--- src/rtl/clip_controller.sv ---
// rtl/clip_controller.sv - N-clip record/playback sequencer for the PDM -> BRAM -> PWM audio path.
// Optional feature: define LOOP_PLAYBACK_EN to wrap playback at end of clip instead of returning to idle.
module clip_controller #(
    parameter int CLIP_COUNT = 2,
    parameter int ADDR_WIDTH = 17,
    parameter int CLIP_DEPTH = 100000,
    localparam int CLIP_BITS = $clog2(CLIP_COUNT)
) (
    input  logic                  clock_i,
    input  logic                  reset_n_i,
    input  logic                  play_command_i,
    input  logic                  record_command_i,
    input  logic                  stop_command_i,
    input  logic [CLIP_BITS-1:0]  play_clip_select_i,
    input  logic [CLIP_BITS-1:0]  record_clip_select_i,
    output logic                  playing_o,
    output logic                  recording_o,
    output logic [CLIP_BITS-1:0]  play_clip_o,
    output logic [CLIP_BITS-1:0]  record_clip_o,
    output logic                  serializer_enable_o,
    input  logic                  serializer_done_i,
    output logic                  deserializer_enable_o,
    input  logic                  deserializer_done_i,
    output logic [CLIP_COUNT-1:0] memory_enable_o,
    output logic                  memory_rw_o,
    output logic [ADDR_WIDTH-1:0] memory_address_o,
    output logic [CLIP_COUNT-1:0] clip_valid_o
);

    typedef enum logic [1:0] {IDLE, RECORD, PLAY} state_t;

    localparam logic [ADDR_WIDTH:0] DEPTH = (ADDR_WIDTH+1)'(CLIP_DEPTH);

    state_t                state;
    logic                  play_prev, record_prev, stop_prev;
    logic                  play_edge, record_edge, stop_edge;
    logic                  record_sel_ok, play_sel_ok;
    logic                  record_go, play_go;
    logic                  do_record, do_play, do_idle;
    logic                  play_last;
    logic [ADDR_WIDTH:0]   addr_next;
    logic [ADDR_WIDTH:0]   clip_length [CLIP_COUNT];
    logic [CLIP_COUNT-1:0] record_onehot, play_onehot;

    assign play_edge   = play_command_i & ~play_prev;
    assign record_edge = record_command_i & ~record_prev;
    assign stop_edge   = stop_command_i & ~stop_prev;

    assign record_sel_ok = (32'(record_clip_select_i) < CLIP_COUNT);
    assign play_sel_ok   = (32'(play_clip_select_i) < CLIP_COUNT);
    assign record_go     = record_edge && record_sel_ok;
    assign play_go       = play_edge && play_sel_ok && clip_valid_o[play_clip_select_i];

    assign record_onehot = {{(CLIP_COUNT-1){1'b0}}, 1'b1} << record_clip_select_i;
    assign play_onehot   = {{(CLIP_COUNT-1){1'b0}}, 1'b1} << play_clip_select_i;

    // Address and length share a counter: while recording, address equals the length so far.
    assign addr_next = {1'b0, memory_address_o} + {{ADDR_WIDTH{1'b0}}, 1'b1};
    assign play_last = (addr_next >= clip_length[play_clip_o]);

    always_comb begin
        do_record = 1'b0;
        do_play   = 1'b0;
        do_idle   = 1'b0;
        case (state)
            IDLE: begin
                if (!stop_edge) begin
                    do_record = record_go;
                    do_play   = !record_go && play_go;
                end
            end
            RECORD: begin
                // A pending write strobe finishes on this edge even when leaving.
                do_idle = stop_edge || record_edge || (memory_rw_o && (addr_next == DEPTH));
            end
            PLAY: begin
                if (stop_edge) begin
                    do_idle = 1'b1;
                end else if (record_go) begin
                    do_record = 1'b1;
                end else if (play_go) begin
                    do_play = 1'b1;
                end else if (serializer_done_i && play_last) begin
`ifdef LOOP_PLAYBACK_EN
                    do_idle = 1'b0;
`else
                    do_idle = 1'b1;
`endif
                end
            end
            default: do_idle = 1'b1;
        endcase
    end

    always_ff @(posedge clock_i or negedge reset_n_i) begin
        if (!reset_n_i) begin
            state                 <= IDLE;
            play_prev             <= 1'b0;
            record_prev           <= 1'b0;
            stop_prev             <= 1'b0;
            playing_o             <= 1'b0;
            recording_o           <= 1'b0;
            play_clip_o           <= '0;
            record_clip_o         <= '0;
            serializer_enable_o   <= 1'b0;
            deserializer_enable_o <= 1'b0;
            memory_enable_o       <= '0;
            memory_rw_o           <= 1'b0;
            memory_address_o      <= '0;
            clip_valid_o          <= '0;
            for (int i = 0; i < CLIP_COUNT; i++) begin
                clip_length[i] <= '0;
            end
        end else begin
            play_prev   <= play_command_i;
            record_prev <= record_command_i;
            stop_prev   <= stop_command_i;

            if (state == RECORD && memory_rw_o) begin
                clip_length[record_clip_o]  <= addr_next;
                clip_valid_o[record_clip_o] <= 1'b1;
            end

            if (do_record) begin
                state                              <= RECORD;
                record_clip_o                      <= record_clip_select_i;
                clip_length[record_clip_select_i]  <= '0;
                clip_valid_o[record_clip_select_i] <= 1'b0;
                memory_address_o                   <= '0;
                memory_rw_o                        <= 1'b0;
                memory_enable_o                    <= record_onehot;
                deserializer_enable_o              <= 1'b1;
                serializer_enable_o                <= 1'b0;
                recording_o                        <= 1'b1;
                playing_o                          <= 1'b0;
            end else if (do_play) begin
                state                 <= PLAY;
                play_clip_o           <= play_clip_select_i;
                memory_address_o      <= '0;
                memory_rw_o           <= 1'b0;
                memory_enable_o       <= play_onehot;
                serializer_enable_o   <= 1'b1;
                deserializer_enable_o <= 1'b0;
                playing_o             <= 1'b1;
                recording_o           <= 1'b0;
            end else if (do_idle) begin
                state                 <= IDLE;
                memory_address_o      <= '0;
                memory_rw_o           <= 1'b0;
                memory_enable_o       <= '0;
                serializer_enable_o   <= 1'b0;
                deserializer_enable_o <= 1'b0;
                playing_o             <= 1'b0;
                recording_o           <= 1'b0;
            end else begin
                case (state)
                    RECORD: begin
                        if (memory_rw_o) begin
                            memory_rw_o      <= 1'b0;
                            memory_address_o <= addr_next[ADDR_WIDTH-1:0];
                        end else if (deserializer_done_i) begin
                            memory_rw_o <= 1'b1;
                        end
                    end
                    PLAY: begin
                        if (serializer_done_i) begin
                            memory_address_o <= play_last ? '0 : addr_next[ADDR_WIDTH-1:0];
                        end
                    end
                    default: ;
                endcase
            end
        end
    end

endmodule

--- config.mk ---
export PLATFORM = sky130hd
export DESIGN_NAME = clip_controller
export DESIGN_NICKNAME = d
export VERILOG_FILES = /design/src/rtl/clip_controller.sv
export SDC_FILE = /design/constraint.sdc
export NUM_CORES = 1
export LEC_CHECK = 0
export ABC_AREA = 1
export BUFFER_PORTS_ARGS = -buffer_cell sky130_fd_sc_hd__buf_2
export CAP_MARGIN = 20
export CORE_MARGIN = 3
export CORE_UTILIZATION = 30
export DETAILED_ROUTE_END_ITERATION = 8
export PLACE_DENSITY = 0.5
export SETUP_SLACK_MARGIN = 0.4
export SLEW_MARGIN = 20
export SYNTH_ARGS = -nofsm -noshare
export SYNTH_HDL_FRONTEND = slang
export SYNTH_SLANG_ARGS = --single-unit
--- constraint.sdc ---
create_clock -name clock_i -period 6.3 [get_ports clock_i]
set_input_delay 0.315 -clock clock_i [delete_from_list [all_inputs] [get_ports clock_i]]
set_output_delay 0.315 -clock clock_i [all_outputs]
set_load 0.01 [all_outputs]
==> impl_metrics.ini <==
[run_status]
result_of_the_run = finished clean

[grt]
grtUsageTotal = 0.154
total_overflow_reported_by_the_global_router = 0
grt_start_max_net_pins = 66
via_count_of_the_first_global_routing_pass = 3382
antenna_found_initial = 0
grt_first_pass_wirelength_um = 17600

[die]
die_h_um = 121
io_pins = 37
floorplan.die.width_um = 121
core_um2 = 12700
initial_core_util = 0.310
fp.dieArea_um2 = 14500
std_cell_rows = 41

[final_layout]
final_net_count = 583
fillers = 1390
commonest_cells_after_routing_fill_and_taps_aside = sky130_fd_sc_hd__nand2_1, sky130_fd_sc_hd__inv_1, sky130_fd_sc_hd__dfrtp_1, sky130_fd_sc_hd__nor2_1, sky130_fd_sc_hd__o21ai_0
layout.cells.most_common = sky130_fd_sc_hd__nand2_1
finalNonFillerCells = 731
area_delta_synth_final_pct = 17.4
post_route_cells_drive_above_1_share = 0.148
insertedDiodeCount = 0

[min_path]
holdCritPathClass = in -> reg

[critical_path]
timing.setup.critical_path_class = reg -> reg
startpoint_class_of_the_critical_path = flop
crit_arrival_ns = 3.67
worstPathRequired_ns = 6.51
largest_fanout_on_the_critical_path = 17
endpoint_kind = flop

[clock_network]
numCtsBuffers = 9
cts_sinks = 65
cts_max_level = 3
post_cts_resized = 0
worst_skew_pair.late_latency_ns = 0.33
worst_setup_hold_path_clk_slew_ns = 0.06
post_cts_hold_buffer_count = 0
cts_root_buf = sky130_fd_sc_hd__clkbuf_16
tritoncts = yes
cts_max_path_buffers = 2
cts_post_setup_buffers_inserted = 0

[power_and_ir_drop]
power.density_nw_per_um2 = 375
vdd_drop_max_v = 0.000163
total_leakage_power_nw = 2.36

[placement]
place_ws_ns = 2.90
numPlacedInstances = 715
total_of_buffers_placed_on_input_and_output_ports = 36
dp.final_hpwl_um = 7390
gpl.final_weighted_congestion = 0.845

[synthesis]
yosys_warnings = 0
synth-compound-area-share = 0.142
syn-mean-instance-area_um2 = 7.58
synth.ff_latch_count = 65
postSynthNetCount = 549
dominant_combinational_cell_family_by_area_after_synthesis = simple AND/OR/NAND/NOR gates
cell_types_occupying_the_most_area_after_synthesis = sky130_fd_sc_hd__dfrtp_1, sky130_fd_sc_hd__nand2_1, sky130_fd_sc_hd__inv_1
yosysTopAreaCellShare = 0.413
mappedNetlistArea_um2 = 3940
postSynthCellCount = 520
synthXorXnorAreaFrac = 0
synth.lib_cells_used.distinct = 27
ys_seq_area_frac = 0.413
yosysTopAreaCell = sky130_fd_sc_hd__dfrtp_1
synth_simple_gate_area_frac = 0.235
post_synth_mux_area_share = 0.0330
post_synth_fa_ha_maj_area_fraction = 0.0635

[detailed_routing]
routed_via_density = 4.69
vias = 3427
final_antenna_net_count = 0
drtIter0Drc = 212
drt-pass1-iter-count = 5
drt_drc_violations_left = 0
wl_per_cell_um = 14.3
wl_um = 10500

[sta]
clock-skew-final_ns = 0.00900
crit_path_setup_slack_layout_ns = 2.83
rsz0062_at_grt = false
period_share = 0.550
tightestPinTransition_ns = 1.04
fin_tns_setup_ns = 0
finalWorstPathRequiredPeriod_ns = 3.47
clock.fmax_ghz = 0.289
finalHoldViolations = 0
max_slew_headroom_at_the_worst_pin = 0.304
final-setup-viol-count = 0
fin_max_slew_vios = 0

[job]
cap_viol_max_count = 0
## worst max-delay path: stages (launching register included)
cell	delay (ns)
sky130_fd_sc_hd__dfrtp_1	0.53
sky130_fd_sc_hd__ha_1	0.28
sky130_fd_sc_hd__nand2_1	0.12
sky130_fd_sc_hd__nor2_4	0.17
sky130_fd_sc_hd__nand2_1	0.09
sky130_fd_sc_hd__inv_1	0.08
sky130_fd_sc_hd__nand3_1	0.10
sky130_fd_sc_hd__nand2_1	0.13
sky130_fd_sc_hd__inv_1	0.06
sky130_fd_sc_hd__ha_1	0.26
sky130_fd_sc_hd__nand2_1	0.06
sky130_fd_sc_hd__nor2_1	0.13
sky130_fd_sc_hd__nand2_1	0.07
sky130_fd_sc_hd__inv_1	0.09
sky130_fd_sc_hd__o2111ai_1	0.12
sky130_fd_sc_hd__nand3_1	0.16
sky130_fd_sc_hd__nand2_1	0.06
sky130_fd_sc_hd__nand2_1	0.49
sky130_fd_sc_hd__o22ai_1	0.16
sky130_fd_sc_hd__inv_1	0.12
sky130_fd_sc_hd__nor2_2	0.05
## state kept, by name, indices dropped and copies added (netlist names)
| name | cells |
|---|---|
| play_clip_o | 1 |
| memory_enable_o | 2 |
| memory_address_o | 17 |
| clip_length | 36 |
| record_clip_o | 1 |
| stop_prev | 1 |
| state | 1 |
| memory_rw_o | 1 |
| clip_valid_o | 2 |
| record_prev | 1 |
| play_prev | 1 |
| serializer_enable_o | 1 |
## where the power goes
group	switching, mW	internal (mW)	leakage [nW]	total [mW]
clock	0.192	0.397	0.166	0.589
sequential	0.105	0.540	0.864	0.646
combinational	0.295	0.204	1.33	0.499
total	0.592	1.14	2.36	1.73
## path summary, 6_finish.rpt
check	from	to	slack [ns]	cells after the start
worst max-delay path	memory_address_o[0]	memory_address_o[15]	2.83	20
worst min-delay path	stop_command_i	stop_prev	0.1	1
worst max register to register	memory_address_o[0]	memory_address_o[15]	2.83	20
worst min register to register	memory_enable_o[0]	memory_enable_o[0]	0.49	2
max in group asynchronous	reset_n_i	clip_length[1]	5.56	2
min in group asynchronous	reset_n_i	memory_address_o[10]	0.19	2
## per-layer routing
| metal | routed length (µm) | vias to the layer above | part of all wire | global-route usage |
|---|---|---|---|---|
| met5 | 0 | - | 0 | 0 |
| met4 | 132 | 0 | 0.013 | 0.0425 |
| met3 | 494 | 10 | 0.047 | 0.0393 |
| met2 | 4900 | 76 | 0.47 | 0.244 |
| met1 | 4950 | 1595 | 0.47 | 0.208 |
| li1 | - | 1746 | - | - |
## cells in the mapped netlist (all sizes together)
| master | instances |
|---|---|
| inv | 97 |
| nand2 | 109 |
| dfrtp | 65 |
| clkbuf | 10 |
| buf | 6 |
| nand4 | 10 |
| a21oi | 30 |
| nand3 | 19 |
| o211ai | 15 |
| ha | 20 |
| nor4 | 1 |
| and2 | 1 |
| o21bai | 1 |
| o22ai | 14 |
| mux2i | 13 |
| o21ai | 37 |
| nor3 | 1 |
| o2111ai | 1 |
| a211oi | 1 |
| nor2 | 69 |
## stage by stage
step	instance area (µm²)	power, mW	hold WS, ns	util
after floorplan	3940	1.01	0.0194	-
after global placement	4280	1.14	0.438	0.336
after detailed placement	4280	1.16	0.438	0.336
after CTS	4620	1.76	0.0903	0.363
after global routing	4620	1.87	0.0868	0.363
final	4620	1.73	0.0987	0.363
## area by class of cell
cell class | count | area (µm²) | area share
clock inverter | 5 | 103 | 0.0222
multi-input combinational | 342 | 1870 | 0.404
timing repair buffer | 39 | 203 | 0.0438
tap | 172 | 215 | 0.0465
clock buffer | 11 | 243 | 0.0525
sequential | 65 | 1630 | 0.352
inverter | 97 | 364 | 0.0787
## cell families after synthesis
family / after synthesis
fa+ha+maj: 20
compound gates: 99
simple gates: 210
mux: 13
buf+inv: 113
flops: 65
No activity file was read; power rests on OpenSTA's default activity.
